### src/rtl/intpol_lin_nch.sv
// rtl/intpol_lin_nch.sv - multi-channel linear interpolator, factor L = 2^k, burst of N input samples
module intpol_lin_nch #(
    parameter int DATA_W    = 16,
    parameter int NCH       = 2,
    parameter int LOG2_LMAX = 4,
    parameter int CNT_W     = 16
) (
    input  logic                             clk,
    input  logic                             rst,
    input  logic                             start,
    input  logic [$clog2(LOG2_LMAX+1)-1:0]   conf_k,
    input  logic [CNT_W-1:0]                 conf_n,
    input  logic                             Write_enable_i,
    input  logic [NCH*DATA_W-1:0]            data_in,
    output logic                             Afull_o,
    input  logic                             Afull_in,
    output logic                             Write_Enable_o,
    output logic [NCH*DATA_W-1:0]            data_out,
    output logic                             busy,
    output logic                             done,
    output logic                             overrun
);
    localparam int KW = $clog2(LOG2_LMAX+1);
    localparam int PW = DATA_W + 1 + LOG2_LMAX;

    typedef enum logic [2:0] {IDLE, LOAD0, LOAD1, INTERP, LAST, DONE} state_t;

    state_t                   state, next_state;
    logic [KW-1:0]            k_r;
    logic [CNT_W-1:0]         n_r, cnt;
    logic [LOG2_LMAX-1:0]     m, lmask;
    logic [NCH*DATA_W-1:0]    x0, x1, y_all;

    logic start_ok, loading, emit_i, emit_l, m_last;
    logic [KW-1:0] k_clamp;

    assign loading  = (state == LOAD0) || (state == LOAD1);
    assign Afull_o  = !loading;
    assign busy     = !((state == IDLE) || (state == DONE));
    assign done     = (state == DONE);
    assign start_ok = start && !busy;
    assign emit_i   = (state == INTERP) && !Afull_in;
    assign emit_l   = (state == LAST) && !Afull_in;
    assign lmask    = ~({LOG2_LMAX{1'b1}} << k_r);
    assign m_last   = (m == lmask);
    assign k_clamp  = (conf_k > KW'(LOG2_LMAX)) ? KW'(LOG2_LMAX) : conf_k;

    always_ff @(posedge clk or negedge rst) begin
        if (!rst) state <= IDLE;
        else      state <= next_state;
    end

    always_comb begin
        next_state = state;
        case (state)
            IDLE, DONE: if (start) next_state = (conf_n == '0) ? DONE : LOAD0;
            LOAD0:      if (Write_enable_i) next_state = (n_r == CNT_W'(1)) ? LAST : LOAD1;
            LOAD1:      if (Write_enable_i) next_state = INTERP;
            INTERP:     if (emit_i && m_last) next_state = (cnt == n_r) ? LAST : LOAD1;
            LAST:       if (emit_l) next_state = DONE;
            default:    next_state = IDLE;
        endcase
    end

    // y = x0 + floor((x1 - x0) * m / 2^k); the result lies between x0 and x1, so truncation is exact
    logic signed [DATA_W-1:0] xa, xb;
    logic signed [DATA_W:0]   d;
    logic        [PW-1:0]     d_ext, m_ext;
    logic signed [PW-1:0]     p, q;
    always_comb begin
        y_all = '0;
        xa = '0; xb = '0; d = '0; d_ext = '0; m_ext = '0; p = '0; q = '0;
        for (int c = 0; c < NCH; c++) begin
            xa    = x0[c*DATA_W +: DATA_W];
            xb    = x1[c*DATA_W +: DATA_W];
            d     = {xb[DATA_W-1], xb} - {xa[DATA_W-1], xa};
            d_ext = {{LOG2_LMAX{d[DATA_W]}}, d};
            m_ext = {{(DATA_W+1){1'b0}}, m};
            p     = d_ext * m_ext;
            q     = p >>> k_r;
            y_all[c*DATA_W +: DATA_W] = xa + q[DATA_W-1:0];
        end
    end

    always_ff @(posedge clk or negedge rst) begin
        if (!rst) begin
            k_r <= '0; n_r <= '0; cnt <= '0; m <= '0;
            x0 <= '0; x1 <= '0; overrun <= 1'b0;
            Write_Enable_o <= 1'b0; data_out <= '0;
        end else begin
            Write_Enable_o <= 1'b0;
            if (start_ok) begin
                k_r <= k_clamp; n_r <= conf_n; cnt <= '0; m <= '0;
                overrun <= 1'b0;
            end else if (Write_enable_i && Afull_o) begin
                overrun <= 1'b1;
            end
            if (state == LOAD0 && Write_enable_i) begin
                x0  <= data_in;
                cnt <= CNT_W'(1);
            end
            if (state == LOAD1 && Write_enable_i) begin
                x1  <= data_in;
                cnt <= cnt + CNT_W'(1);
                m   <= '0;
            end
            if (emit_i) begin
                Write_Enable_o <= 1'b1;
                data_out       <= y_all;
                m              <= m + LOG2_LMAX'(1);
                if (m_last) x0 <= x1;
            end
            if (emit_l) begin
                Write_Enable_o <= 1'b1;
                data_out       <= x0;
            end
        end
    end
endmodule
### config.mk
export PLATFORM = sky130hd
export DESIGN_NAME = intpol_lin_nch
export DESIGN_NICKNAME = d
export VERILOG_FILES = /design/src/rtl/intpol_lin_nch.sv
export SDC_FILE = /design/constraint.sdc
export NUM_CORES = 1
export LEC_CHECK = 0
export ABC_AREA = 1
export CORE_ASPECT_RATIO = 1.5
export CORE_MARGIN = 2
export CORE_UTILIZATION = 55
export DETAILED_ROUTE_END_ITERATION = 8
export PLACE_DENSITY = 0.8
export RECOVER_POWER = 100
export SYNTH_ARGS = -nofsm -noshare
export SYNTH_HDL_FRONTEND = slang
export SYNTH_SLANG_ARGS = --single-unit
### constraint.sdc
create_clock -name clk -period 6.6 [get_ports clk]
set_input_delay 1.32 -clock clk [delete_from_list [all_inputs] [get_ports clk]]
set_output_delay 1.32 -clock clk [all_outputs]
set_load 0.02 [all_outputs]
======== After elaboration in Yosys (flattened, before gate mapping) ========
Index checks and enable logic that the tools add are counted.
cells by class
  add/subtract/negate cells ............... 6
  muxes and demuxes ....................... 25
  reductions and logical operators ........ 20
  equality and inequality tests ........... 13
  order comparisons ....................... 1
  multipliers ............................. 2
  shift operators ......................... 3
  bitwise logic cells ..................... 1
operator list
  kind                   count
  $mux 32                5
  $mux 16                3
  $mul 21x4->21          2
  $sshr 21x3->16         2
  $sub 16x16->17         2
  $add 16x16->16         2
  $mux 3                 9
  $add 16x1->16 const B  1
  $eq 16x1->1 const B    1
  $eq 16x16->1           1
  $logic_not 16->1       1
  $pmux 3 s5             1
  $mux 4                 3
  $ne 2x2->1 const B     4
  $logic_and 1x1->1      7
  $eq 3x2->1 const B     2
  $eq 3x3->1 const B     2
  $reduce_bool 3->1      2
  $reduce_and 5->1       1
  $add 4x1->4 const B    1
  $eq 4x4->1             1
  $mux 1                 4
  $not 4->4              1
  $reduce_bool 2->1      2
  8 further kinds        11
storage, ports and cells
  input port bits ......................... 56
  logic and storage cells ................. 81
  output and inout bits ................... 37
  bits in registers ....................... 140

======== Depth between registers and ports, before layout ========
  depth in word-level cells ............... 6
  gate-level depth with buffers ........... 45
  mapped depth without buffers ............ 45

======== Worst setup path after synthesis ========
No wires, ideal clock.
  path kind ............................... register to register
  start ................................... reg x0[1]
  end ..................................... reg data_out[15]
  required time ........................... 6.482 ns
  cell stages (with the launch flop) ...... 43
  arrival ................................. 5.976 ns
  path slack .............................. 0.506 ns
  clock period less this slack ............ 6.094 ns
  path buffers ............................ 0
  setup time .............................. 0.118 ns
  cell sequence ........................... dfrtp_1 > inv_1 > ha_1 > nand2_1 > nor2_1 > a211oi_2 > o21bai_1 > a21oi_1 > o21ai_1 > a21oi_1 > nor2_1 > nor2_1 > xor2_1 > nor2_1 > fa_1 > inv_1 > fa_1 > inv_1 > [... 7 more ...] > nand3_1 > nand3_1 > o21ai_0 > ha_1 > nand2_1 > nor2_1 > nand3_1 > o2111ai_1 > nand3_1 > nand2_1 > nand2_1 > nand2_1 > a21oi_1 > nand3_1 > nand3_1 > nand2_1 > nand3_1 > nand2_1
on the way
  longest elaborated chain between the ends .. 6
RTL lines
  what                      line  source
  start: declaration        32    logic [NCH*DATA_W-1:0] x0, x1, y_all;
  start signal: assignment  99    x0 <= data_in;
  $sub 16x16->17            76    d = {xb[DATA_W-1], xb} - {xa[DATA_W-1], xa};
  $mul 21x4->21             79    p = d_ext * m_ext;
  $sshr 21x3->16            80    q = p >>> k_r;
  $add 16x16->16 (*)        81    y_all[c*DATA_W +: DATA_W] = xa + q[DATA_W-1:0];
  $mux 32 (*)               107   if (emit_i) begin
  $mux 32 (*)               113   if (emit_l) begin
  end signal: assignment    109   data_out <= y_all;
  end: declaration          18    output logic [NCH*DATA_W-1:0] data_out,
Every way passes the cells marked *; elsewhere a longest branch is shown, timed or not. The select of a mux whose other input is x is not followed.
A chain may end at the register's enable or synchronous reset.

======== Worst setup path in the final report ========
Same ends and word-level chain as after synthesis.

==> flow_metrics.py <==
metrics = {
    "outcome": {
        "outcome": "finished with violations",
        "failed_checks": "capacitance limit, slew limit",
    },
    "clock_network": {
        "cts.sinks": 140,
        "ctsHtreeMaxLevel": 4,
        "cts_hold_repair.buffers": 0,
        "clock_path_buffers": 2,
        "clk_latency_ns": 0.45,
        "worst_setup_hold_path_clk_slew_ns": 0.06,
        "number_of_buffers_created_by_cts": 17,
        "clock_root_buffer_master": "sky130_fd_sc_hd__clkbuf_16",
        "tritoncts": "built",
    },
    "floorplanning": {
        "initial_core_util_pct": 55.74,
        "die-height_um": 207.4,
        "floorplan.die.width_um": 139.6,
        "num_rows": 74,
        "fp.dieArea_mm2": 0.02896,
        "fp.coreArea_mm2": 0.02722,
        "io_pins": 93,
    },
    "timing": {
        "finalWorstPathRequiredPeriod_ns": 6.580,
        "finalHoldViolations": 0,
        "fmax_mhz": 152.0,
        "relSlewSlack_pct": -194.8,
        "rsz0062_at_grt": "true",
        "drv_slew": 230,
        "finalSetupTns_ns": 0,
        "min_period_over_period_pct": 99.70,
        "tightestPinTransition_ns": 4.422,
        "final-setup-viol-count": 0,
        "final.setup_skew_ns": 0.007661,
        "hold_slack_ns": 0.4741,
    },
    "global_routing": {
        "overflow": 0,
        "global_routing_usage_summed_across_all_routing_layers_pct": 33.90,
        "maximum_number_of_pins_on_one_net_before_global_route_repair": 81,
        "first_pass_grt_wire_length_um": 79450,
        "grt_pass1_vias": 16320,
        "grt_antenna_before_repair": 0,
    },
    "critical_path": {
        "cp-start-kind": "register",
        "timing.critical_path.fanout_max": 4,
        "critPathRequiredTime_ns": 6.98,
        "slowest_cell_on_the_critical_path": "sky130_fd_sc_hd__fa_1",
        "critPathKind": "register to register",
        "crit_cells": 42,
        "setup.worst_path.end_class": "register",
        "critical_path.top_delay_family": "adder cells",
        "reg2regPathDepth": 42,
        "worstPathBufferInverterCount": 9,
        "timing.critical_path.arrival_ns": 6.96,
        "critPathMaxStageDelay_ns": 0.53,
    },
    "layout": {
        "layout-drive-gt1-share_pct": 23.80,
        "area_used_by_multi_input_combinational_logic_mm2": 0.01131,
        "area_growth_syn_to_layout_pct": 32.82,
        "n_antenna_cell": 0,
        "num-fill-cells": 2075,
        "nets": 2744,
        "postLayoutCellArea_mm2": 0.02015,
        "area.sequential_mm2": 0.003505,
    },
    "place": {
        "hpwl_um": 38190,
        "portBuffers": 92,
        "detailed_place.area_mm2": 0.01833,
        "routabilityCongestion": 0.9852,
    },
    "hold_path": {
        "min_path_type": "register to register",
        "hold_depth": 2,
    },
    "synth": {
        "synthArstFlopShare_pct": 100.0,
        "ys_seq_elements": 140,
        "yosysUniqueCellTypes": 54,
        "number_of_flops_mapped_to_enable_cells_by_yosys": 0,
        "synth_cells": 2178,
        "synth.area.top_cells": "sky130_fd_sc_hd__dfrtp_1, sky130_fd_sc_hd__nand2_1, sky130_fd_sc_hd__fa_1, sky130_fd_sc_hd__ha_1, sky130_fd_sc_hd__inv_1",
        "synthDominantCellAreaShare_pct": 23.09,
        "synth_area_leader_cell": "sky130_fd_sc_hd__dfrtp_1",
        "synthFlopType": "sky130_fd_sc_hd__dfrtp_1",
        "yosys_warns": 0,
        "syn-cell-area_mm2": 0.01517,
        "synth.yosys.seq_area_share_pct": 23.09,
        "synthesis.area_per_instance_um2": 6.967,
        "synth_fp_nets": 2418,
    },
    "detailed_routing": {
        "post_drt_via_cell_ratio": 5.822,
        "post_drt_wl_per_cell_um": 18.08,
        "drt-pass1-iter-count": 7,
        "drtIter0Drc": 1425,
        "routed_wl_um": 51680,
        "drc": 0,
        "number_of_nets_with_antenna_violations_after_routing": 0,
        "route.vias.total": 16650,
    },
    "flow_run": {
        "max-cap-violations": 5,
    },
}
## cell families after synthesis
group	Yosys count	synth area share (%)
AND/OR/NAND/NOR	1002	28.84
buffers and inverters	398	9.920
AO/OA/AOI/OAI	370	14.40
adder cells (fa/ha/maj)	184	18.83
flip-flops	140	23.09
XOR/XNOR	75	4.329
multiplexers	9	0.5937
## what timing repair did
item / CTS / global route
setup endpoints to repair: 8 / 20
resized for setup: 30 / 231
buffers inserted: 2 / 19
pin swaps: 9 / 90
## placed cells by master, fill, tap and decap left out, types with 10 or more instances in the layout
cell and n:
sky130_fd_sc_hd__nand2_1 497, sky130_fd_sc_hd__inv_1 298, sky130_fd_sc_hd__buf_4 279, sky130_fd_sc_hd__nor2_1 177
sky130_fd_sc_hd__dfrtp_1 139, sky130_fd_sc_hd__nand3_1 128, sky130_fd_sc_hd__ha_1 80, sky130_fd_sc_hd__o21ai_0 79
sky130_fd_sc_hd__fa_1 71, sky130_fd_sc_hd__a21oi_1 67, sky130_fd_sc_hd__clkdlybuf4s50_1 53, sky130_fd_sc_hd__nand4_1 49
sky130_fd_sc_hd__xor2_1 44, sky130_fd_sc_hd__nand2_2 42, sky130_fd_sc_hd__a31oi_1 39, sky130_fd_sc_hd__dlygate4sd3_1 38
sky130_fd_sc_hd__a21oi_2 33, sky130_fd_sc_hd__o21ai_1 32, sky130_fd_sc_hd__nor2_2 25, sky130_fd_sc_hd__o21ai_2 25
sky130_fd_sc_hd__ha_4 23, sky130_fd_sc_hd__inv_2 19, sky130_fd_sc_hd__nand3_2 19, sky130_fd_sc_hd__clkbuf_16 17
sky130_fd_sc_hd__or2_2 13, sky130_fd_sc_hd__o211ai_1 13, sky130_fd_sc_hd__nor4_1 12, sky130_fd_sc_hd__xor2_2 11
sky130_fd_sc_hd__xnor2_1 10, sky130_fd_sc_hd__o221ai_1 10, sky130_fd_sc_hd__o22ai_1 10
## worst register-to-register path: cells and delay by family, from the launching register on
family | cells | cell delay (ns)
AOI/OAI and AO/OA | 8 | 1.16
and+or+nand+nor | 17 | 1.46
xor gates and xnor gates | 2 | 0.31
DFF | 1 | 0.41
muxes | 1 | 0.15
adders and majority gates | 5 | 2.12
buffers and inverters | 9 | 0.90
## through the flow
| stage | cells | utilization (%) | setup slack, ns |
|---|---|---|---|
| floorplan | 2178 | - | 0.5063 |
| global placement | 2807 | 67.32 | -0.02856 |
| detailed placement | 2807 | 67.32 | -0.2361 |
| CTS | 2841 | 69.95 | -0.03832 |
| global route | 2859 | 74.03 | -0.3292 |
| finish | 2859 | 74.03 | 0.01971 |
## final cells by class
| class | instances | share of cell area (%) |
|---|---|---|
| tap | 342 | 2.123 |
| inverter | 322 | 5.997 |
| timing repair buffer | 383 | 15.48 |
| multi-input combinational | 1640 | 56.12 |
| clock buffer | 17 | 2.111 |
| sequential | 140 | 17.39 |
| clock inverter | 15 | 0.7761 |
## synth_stat cells (all sizes together), types with 7 or more instances
library cell and count:
o21ai 139, nand4 49, nand2 540, inv 317
o21bai 14, xor2 56, dfrtp 140, mux2i 9
ha 110, nand3 148, nor3 13, fa 74
o22ai 10, nor2 207, o211ai 13, nand3b 7
a21oi 107, clkbuf 59, buf 17, o221ai 10
a211oi 8, nor4 14, xnor2 19, a31oi 42
or2 21
## routing by layer
layer	track usage (%)	up-vias	share of wire, %
met5	0	-	0
met3	5.006	203	7.1
met2	59.31	777	50
met4	17.79	0	5.8
met1	40.10	7905	37
li1	-	7761	-
## worst paths after layout
path / start / slack (ns) / endpoint
min in group asynchronous: rst / 2.43 / data_out[7]
setup reg to reg: x0[1] / 0.02 / data_out[15]
setup / recovery: x0[1] / 0.02 / data_out[15]
max in group asynchronous: rst / 1.30 / x0[28]
hold reg to reg: data_out[30] / 0.47 / data_out[30]
hold / removal: data_out[30] / 0.47 / data_out[30]
## flip-flops by register name, summed over array words and instances (netlist names)
| signal | flops |
|---|---|
| Write_Enable_o | 1 |
| x1 | 32 |
| state | 3 |
| k_r | 3 |
| n_r | 16 |
| m | 4 |
| data_out | 32 |
| cnt | 16 |
| x0 | 32 |
| overrun | 1 |
Power is not shown: default switching activity piles up to over one toggle a cycle in this logic, so the estimate is an artifact.
